File: src/rtl/core_seq_pkg.sv
// Shared types and constants for the multi-cycle sequencing controller:
// state encoding, opcode values, halt causes and the opcode classifier.
package core_seq_pkg;

   localparam int TIMER_W = 8;

   typedef enum logic [2:0] {
      S_IDLE,
      S_FETCH_REQ,
      S_FETCH_WAIT,
      S_EXEC,
      S_MEM_REQ,
      S_MEM_WAIT,
      S_WB,
      S_HALT
   } state_e;

   // Coarse instruction classes: only what the sequencer needs to steer
   // the memory phase and the write-back enables.
   typedef enum logic [2:0] {
      CLS_ALU,
      CLS_BRANCH,
      CLS_LOAD,
      CLS_STORE,
      CLS_SYSTEM,
      CLS_ILLEGAL
   } op_class_e;

   localparam logic [6:0] OP_LOAD   = 7'b0000011;
   localparam logic [6:0] OP_STORE  = 7'b0100011;
   localparam logic [6:0] OP_SYSTEM = 7'b1110011;
   localparam logic [6:0] OP_LUI    = 7'b0110111;
   localparam logic [6:0] OP_AUIPC  = 7'b0010111;
   localparam logic [6:0] OP_JAL    = 7'b1101111;
   localparam logic [6:0] OP_JALR   = 7'b1100111;
   localparam logic [6:0] OP_BRANCH = 7'b1100011;
   localparam logic [6:0] OP_IMM    = 7'b0010011;
   localparam logic [6:0] OP_OP     = 7'b0110011;

   localparam logic [1:0] ERR_EBREAK  = 2'd0;
   localparam logic [1:0] ERR_ILLEGAL = 2'd1;
   localparam logic [1:0] ERR_TIMEOUT = 2'd2;

   function automatic op_class_e classify(input logic [6:0] op);
      op_class_e cls;
      case (op)
         OP_LOAD:   cls = CLS_LOAD;
         OP_STORE:  cls = CLS_STORE;
         OP_SYSTEM: cls = CLS_SYSTEM;
         OP_BRANCH: cls = CLS_BRANCH;
         OP_LUI, OP_AUIPC, OP_JAL, OP_JALR, OP_IMM, OP_OP:
                    cls = CLS_ALU;
         default:   cls = CLS_ILLEGAL;
      endcase
      return cls;
   endfunction

endpackage

File: src/rtl/core_seq_wait_timer.sv
// Saturating wait-state counter; expired_o is high on the TIMEOUT-th
// consecutive enabled cycle since the last clear.
module wait_timer
   import core_seq_pkg::*;
#(
   parameter int TIMEOUT = 255
) (
   input  logic clk,
   input  logic rst,
   input  logic clear_i,
   input  logic enable_i,
   output logic expired_o
);

   localparam logic [TIMER_W-1:0] LIMIT = TIMER_W'(TIMEOUT - 1);

   logic [TIMER_W-1:0] cnt_q, cnt_d;

   always_comb begin
      cnt_d = cnt_q;
      if (clear_i) begin
         cnt_d = '0;
      end else if (enable_i && (cnt_q != LIMIT)) begin
         cnt_d = cnt_q + 1'b1;
      end
   end

   always_ff @(posedge clk or negedge rst) begin
      if (!rst) begin
         cnt_q <= '0;
      end else begin
         cnt_q <= cnt_d;
      end
   end

   assign expired_o = (cnt_q == LIMIT);

endmodule

File: src/rtl/core_seq.sv
// Per-instruction sequencing FSM for the RV32 core: drives the fetch and
// load/store handshakes and the commit write-enables, all from registers.
module core_seq
   import core_seq_pkg::*;
#(
   parameter int TIMEOUT = 255
) (
   input  logic        clk,
   input  logic        rst,
   output logic        ifu_req_valid,
   input  logic        ifu_req_ready,
   input  logic        ifu_resp_valid,
   output logic        ifu_resp_ready,
   input  logic [6:0]  opcode,
   output logic        lsu_req_valid,
   output logic        lsu_req_wen,
   input  logic        lsu_req_ready,
   input  logic        lsu_resp_valid,
   output logic        lsu_resp_ready,
   output logic        inst_we,
   output logic        rf_we,
   output logic        wb_sel,
   output logic        pc_we,
   output logic        halted,
   output logic [1:0]  err,
   output logic [31:0] instret
);

   state_e    state_q, state_d;
   op_class_e cls_q, cls_d, cls_now;
   logic [1:0] err_q, err_d;
   logic [31:0] instret_q;

   logic ifu_req_valid_q, ifu_resp_ready_q, inst_we_q;
   logic lsu_req_valid_q, lsu_req_wen_q, lsu_resp_ready_q;
   logic rf_we_q, wb_sel_q, pc_we_q, halted_q;

   logic in_wait, timer_clear, timer_expired;

   assign cls_now = classify(opcode);
   assign cls_d   = (state_q == S_EXEC) ? cls_now : cls_q;

   assign in_wait = (state_q == S_FETCH_REQ) || (state_q == S_FETCH_WAIT) ||
                    (state_q == S_MEM_REQ)   || (state_q == S_MEM_WAIT);
   assign timer_clear = !in_wait || (state_d != state_q);

   wait_timer #(
      .TIMEOUT (TIMEOUT)
   ) u_wait_timer (
      .clk       (clk),
      .rst       (rst),
      .clear_i   (timer_clear),
      .enable_i  (in_wait),
      .expired_o (timer_expired)
   );

   // Next-state decode; a handshake is tested before the timer so that it
   // wins when both land on the same cycle.
   always_comb begin
      state_d = state_q;
      err_d   = err_q;
      case (state_q)
         S_IDLE: state_d = S_FETCH_REQ;
         S_FETCH_REQ: begin
            if (ifu_req_ready) begin
               state_d = S_FETCH_WAIT;
            end else if (timer_expired) begin
               state_d = S_HALT;
               err_d   = ERR_TIMEOUT;
            end
         end
         S_FETCH_WAIT: begin
            if (ifu_resp_valid) begin
               state_d = S_EXEC;
            end else if (timer_expired) begin
               state_d = S_HALT;
               err_d   = ERR_TIMEOUT;
            end
         end
         S_EXEC: begin
            case (cls_now)
               CLS_LOAD, CLS_STORE: state_d = S_MEM_REQ;
               CLS_SYSTEM: begin
                  state_d = S_HALT;
                  err_d   = ERR_EBREAK;
               end
               CLS_ILLEGAL: begin
                  state_d = S_HALT;
                  err_d   = ERR_ILLEGAL;
               end
               default: state_d = S_WB;
            endcase
         end
         S_MEM_REQ: begin
            if (lsu_req_ready) begin
               state_d = S_MEM_WAIT;
            end else if (timer_expired) begin
               state_d = S_HALT;
               err_d   = ERR_TIMEOUT;
            end
         end
         S_MEM_WAIT: begin
            if (lsu_resp_valid) begin
               state_d = S_WB;
            end else if (timer_expired) begin
               state_d = S_HALT;
               err_d   = ERR_TIMEOUT;
            end
         end
         S_WB:    state_d = S_FETCH_REQ;
         S_HALT:  state_d = S_HALT;
         default: state_d = S_IDLE;
      endcase
   end

   // Outputs are registered from the next state, so every output is a pure
   // function of the state register and never of a bus input directly.
   always_ff @(posedge clk or negedge rst) begin
      if (!rst) begin
         state_q          <= S_IDLE;
         cls_q            <= CLS_ALU;
         err_q            <= ERR_EBREAK;
         instret_q        <= '0;
         ifu_req_valid_q  <= 1'b0;
         ifu_resp_ready_q <= 1'b0;
         inst_we_q        <= 1'b0;
         lsu_req_valid_q  <= 1'b0;
         lsu_req_wen_q    <= 1'b0;
         lsu_resp_ready_q <= 1'b0;
         rf_we_q          <= 1'b0;
         wb_sel_q         <= 1'b0;
         pc_we_q          <= 1'b0;
         halted_q         <= 1'b0;
      end else begin
         state_q          <= state_d;
         cls_q            <= cls_d;
         err_q            <= err_d;
         ifu_req_valid_q  <= (state_d == S_FETCH_REQ);
         ifu_resp_ready_q <= (state_d == S_FETCH_WAIT);
         inst_we_q        <= (state_d == S_EXEC);
         lsu_req_valid_q  <= (state_d == S_MEM_REQ);
         lsu_req_wen_q    <= (state_d == S_MEM_REQ) && (cls_d == CLS_STORE);
         lsu_resp_ready_q <= (state_d == S_MEM_WAIT);
         rf_we_q          <= (state_d == S_WB) &&
                             (cls_d != CLS_STORE) && (cls_d != CLS_BRANCH);
         wb_sel_q         <= (state_d == S_WB) && (cls_d == CLS_LOAD);
         pc_we_q          <= (state_d == S_WB);
         halted_q         <= (state_d == S_HALT);
         if (state_d == S_WB) begin
            instret_q <= instret_q + 32'd1;
         end
      end
   end

   assign ifu_req_valid  = ifu_req_valid_q;
   assign ifu_resp_ready = ifu_resp_ready_q;
   assign inst_we        = inst_we_q;
   assign lsu_req_valid  = lsu_req_valid_q;
   assign lsu_req_wen    = lsu_req_wen_q;
   assign lsu_resp_ready = lsu_resp_ready_q;
   assign rf_we          = rf_we_q;
   assign wb_sel         = wb_sel_q;
   assign pc_we          = pc_we_q;
   assign halted         = halted_q;
   assign err            = err_q;
   assign instret        = instret_q;

endmodule

File: config.mk
export PLATFORM = sky130hd
export DESIGN_NAME = core_seq
export DESIGN_NICKNAME = d
export VERILOG_FILES = /design/src/rtl/core_seq_pkg.sv /design/src/rtl/core_seq_wait_timer.sv /design/src/rtl/core_seq.sv
export SDC_FILE = /design/constraint.sdc
export NUM_CORES = 1
export LEC_CHECK = 0
export CORE_MARGIN = 2
export CORE_UTILIZATION = 40
export DETAILED_ROUTE_END_ITERATION = 16
export PLACE_DENSITY = 0.63
export SLEW_MARGIN = 10
export SYNTH_ARGS = -nofsm -noshare
export SYNTH_HDL_FRONTEND = slang
export SYNTH_SLANG_ARGS = --single-unit
File: constraint.sdc
create_clock -name clk -period 3.1 [get_ports clk]
set_clock_uncertainty 0.1 [all_clocks]
set_input_delay 0.62 -clock clk [delete_from_list [all_inputs] [get_ports clk]]
set_output_delay 0.62 -clock clk [all_outputs]
set_load 0.05 [all_outputs]
==> results.toml <==
[status]
status = "finished clean"

[pwr]
power_frac_comb = 0.488
pwr-share-clk = 0.190
power_density_nw_per_um2 = 783
p_seq_frac = 0.322
p_int_uw = 1720
irDropWorstVdd_mv = 0.542
p_leak_uw = 0.00175
p_sw_frac = 0.445
netSwitchingPower_uw = 1380

[route]
avgRoutedWirePerCell_um = 14.7
drtPass1Iterations = 5
dr.first_iter.drc_count = 176
ant_nets = 0
num_vias = 2451
wl_mm = 6.80
vias_per_cell = 5.29
drcViolationCount = 0

[final_layout]
synthToLayoutAreaGrowth_pct = 27.8
fin_nets = 375
fillCellCount = 692
layout-drive-gt1-share = 0.119
diodes = 0

[timing]
whs_ns = 0.176
clock.fmax_mhz = 382
finalSetupViolations = 0
layout_setup_ws_ns = 0.482
hold_violations = 0
final.setup.tns_ns = 0
finalCriticalPeriod_ns = 2.62
drv_slew = 0
rsz0062_at_grt = "false"
worst_slew_pin_slew_ns = 0.512
timing.final.crit_share = 0.844
slew_headroom = 0.658

[synthesis]
synth-seq-cells = 58
avgSynthCellArea_um2 = 10.4
synth_edf_count = 0
synthTopCellsByArea = "dfrtp_1 (47%), xor2_1 (8.5%), nor4_2 (5.2%)"
async_flop_share = 1.00
syn_area_um2 = 3100
synth_flop_cell = "dfrtp_1"
yosysWarnings = 0
synthCells = 297
synth.distinct_cells = 56
synthDominantCellAreaShare = 0.468
synth_nets = 313
yosysSeqAreaShare = 0.468
yosys.area.top_type = "dfrtp_1"

[grt]
grt_pass1_wl_mm = 11.7
grt_use_met2 = 0.279
gr-usage-all-layers = 0.174
antenna_found_initial = 0
top_usage_layer = "met2"
use_met3 = 0.0518
first_global_vias = 2404
grt-ovfl-total = 0
grt_max_degree = 59
grt_util_met1 = 0.232

[placed_design]
gp_congestion = 0.795
hpwlAfterDp_mm = 4.68
portBuffers = 56
pre_cts_slack_ns = 0.132

[clocking]
cts_tree = "built"
path_clk_slew_ns = 0.06
cts_resized = 0
root_buffer = "clkbuf_8"
htree_levels = 3
cts_inserted_buffers = 9
post_cts_buffers = 0
clock-sinks = 58
clock_path_buffers = 2
hold_buffers = 0
clock_latency_ns = 0.33

[worst_setup_path]
crit_path_start_kind = "input pin"
critPathKind = "in2reg"
path_max_fanout = 5
crit_path_end_kind = "flip-flop"
worstPathArrival_ns = 2.73
crit_required_ns = 3.21

[die]
io-pin-count = 57
fp.dieW_um = 92.1
die_h_um = 92.1
coreArea_um2 = 7610
core.rowCount = 32
dieArea_um2 = 8480
initial_utilization = 0.408

[hold_path]
hp-class = "in2async"

[job]
drv_cap = 0
-- cell type report --
class                   count  area, um^2  share of cell area
inverters                  12        45.0              0.0114
flip-flops and latches     58        1450               0.366
repair buffers             62         638               0.161
multi-input cells         216        1540               0.389
clock buffers              13         159              0.0401
well taps                 102         128              0.0322
-- logic make-up (layout without fill, tap and decap cells) --
logic type	after synthesis	after routing	synth area share
adder cells (fa/ha/maj)	3	3	0.0121
buffers and inverters	23	87	0.0359
AND/OR/NAND/NOR	134	134	0.274
flip-flops	58	58	0.468
XOR/XNOR	36	36	0.102
multiplexers	2	2	0.00685
AO/OA/AOI/OAI	41	41	0.102
-- per-stage QoR --
step           area, um^2  cells  utilization  total power (uW)
2_1_floorplan        3100    297            -              2060
3_3_place_gp         3810    450        0.500              2530
3_5_place_dp         3810    450        0.500              2530
4_1_cts              3970    463        0.521              3130
5_1_grt              3970    463        0.521              3290
6_report             3970    463        0.521              3110
-- power by group through the flow --
stage / Sequential, uW / Combinational, uW / Clock [uW]
2_1_floorplan: 1230 / 838 / 0
3_3_place_gp: 1010 / 1510 / 0
3_5_place_dp: 1010 / 1520 / 0
4_1_cts: 1000 / 1520 / 610
5_1_grt: 1020 / 1630 / 639
6_report: 1000 / 1520 / 590
-- cell usage in the layout (no fill, tap or decap), drive strengths merged, types with 8 or more instances in the layout --
master,n
clkdlybuf4s50,55
clkbuf,13
nor4,13
nand3,19
inv,12
nor2,23
nor3,15
xor2,30
o21ai,12
dfrtp,58
and3,8
nand4,13
nand2,12
-- sequential cells by signal, summed over array words and instances (netlist names) --
name / flops
cls_q: 3
err: 2
halted: 1
ifu_req_valid: 1
ifu_resp_ready: 1
inst_we: 1
instret: 32
lsu_req_valid: 1
lsu_req_wen: 1
lsu_resp_ready: 1
pc_we: 1
rf_we: 1
state_q: 3
u_wait_timer.cnt_q: 8
wb_sel: 1
-- critical path: stages --
cell and delay (ns):
clkdlybuf4s50_1 0.48, nand4bb_1 0.32, o31ai_4 0.28, o311ai_2 0.21
o21ai_4 0.22, or2_1 0.23, inv_2 0.06, mux2_1 0.31
-- synthesized netlist by cell type, drive strengths merged (2+ instances only) --
cell	instances
a21oi	4
ha	3
and4	3
clkbuf	2
o21a	3
nor4b	3
dfrtp	58
xnor2	6
nand3	19
nor3	15
nor2	23
nand2	12
buf	9
nor4	13
a211oi	3
nand2b	7
nor2b	3
and2	3
o21ai	12
nand4	13
and3	8
inv	12
or2	2
o22ai	3
a31oi	3
or4	2
xor2	30
nor3b	4
a21o	3
-- layer usage --
| metal | routed length, um | up-vias |
|---|---|---|
| met3 | 262 | 4 |
| met5 | 0 | - |
| met4 | 56 | 0 |
| met1 | 3210 | 1203 |
| li1 | - | 1198 |
| met2 | 3270 | 46 |
-- path summary, 6_finish.rpt --
check	slack, ns	cells after the start	start	end
worst max-delay path	0.48	8	opcode[2]	instret[1]$_DFFE_PN0P_
worst min-delay path	0.18	2	rst	err[0]$_DFFE_PN0P_
worst max register to register	0.67	9	u_wait_timer.cnt_q[0]$_DFFE_PN0P_	instret[1]$_DFFE_PN0P_
worst min register to register	0.36	1	instret[31]$_DFFE_PN0P_	instret[31]$_DFFE_PN0P_
max in group asynchronous	2.46	2	rst	ifu_req_valid$_DFF_PN0_
min in group clk	0.36	1	instret[31]$_DFFE_PN0P_	instret[31]$_DFFE_PN0P_
No activity file was read; power rests on OpenSTA's default activity.
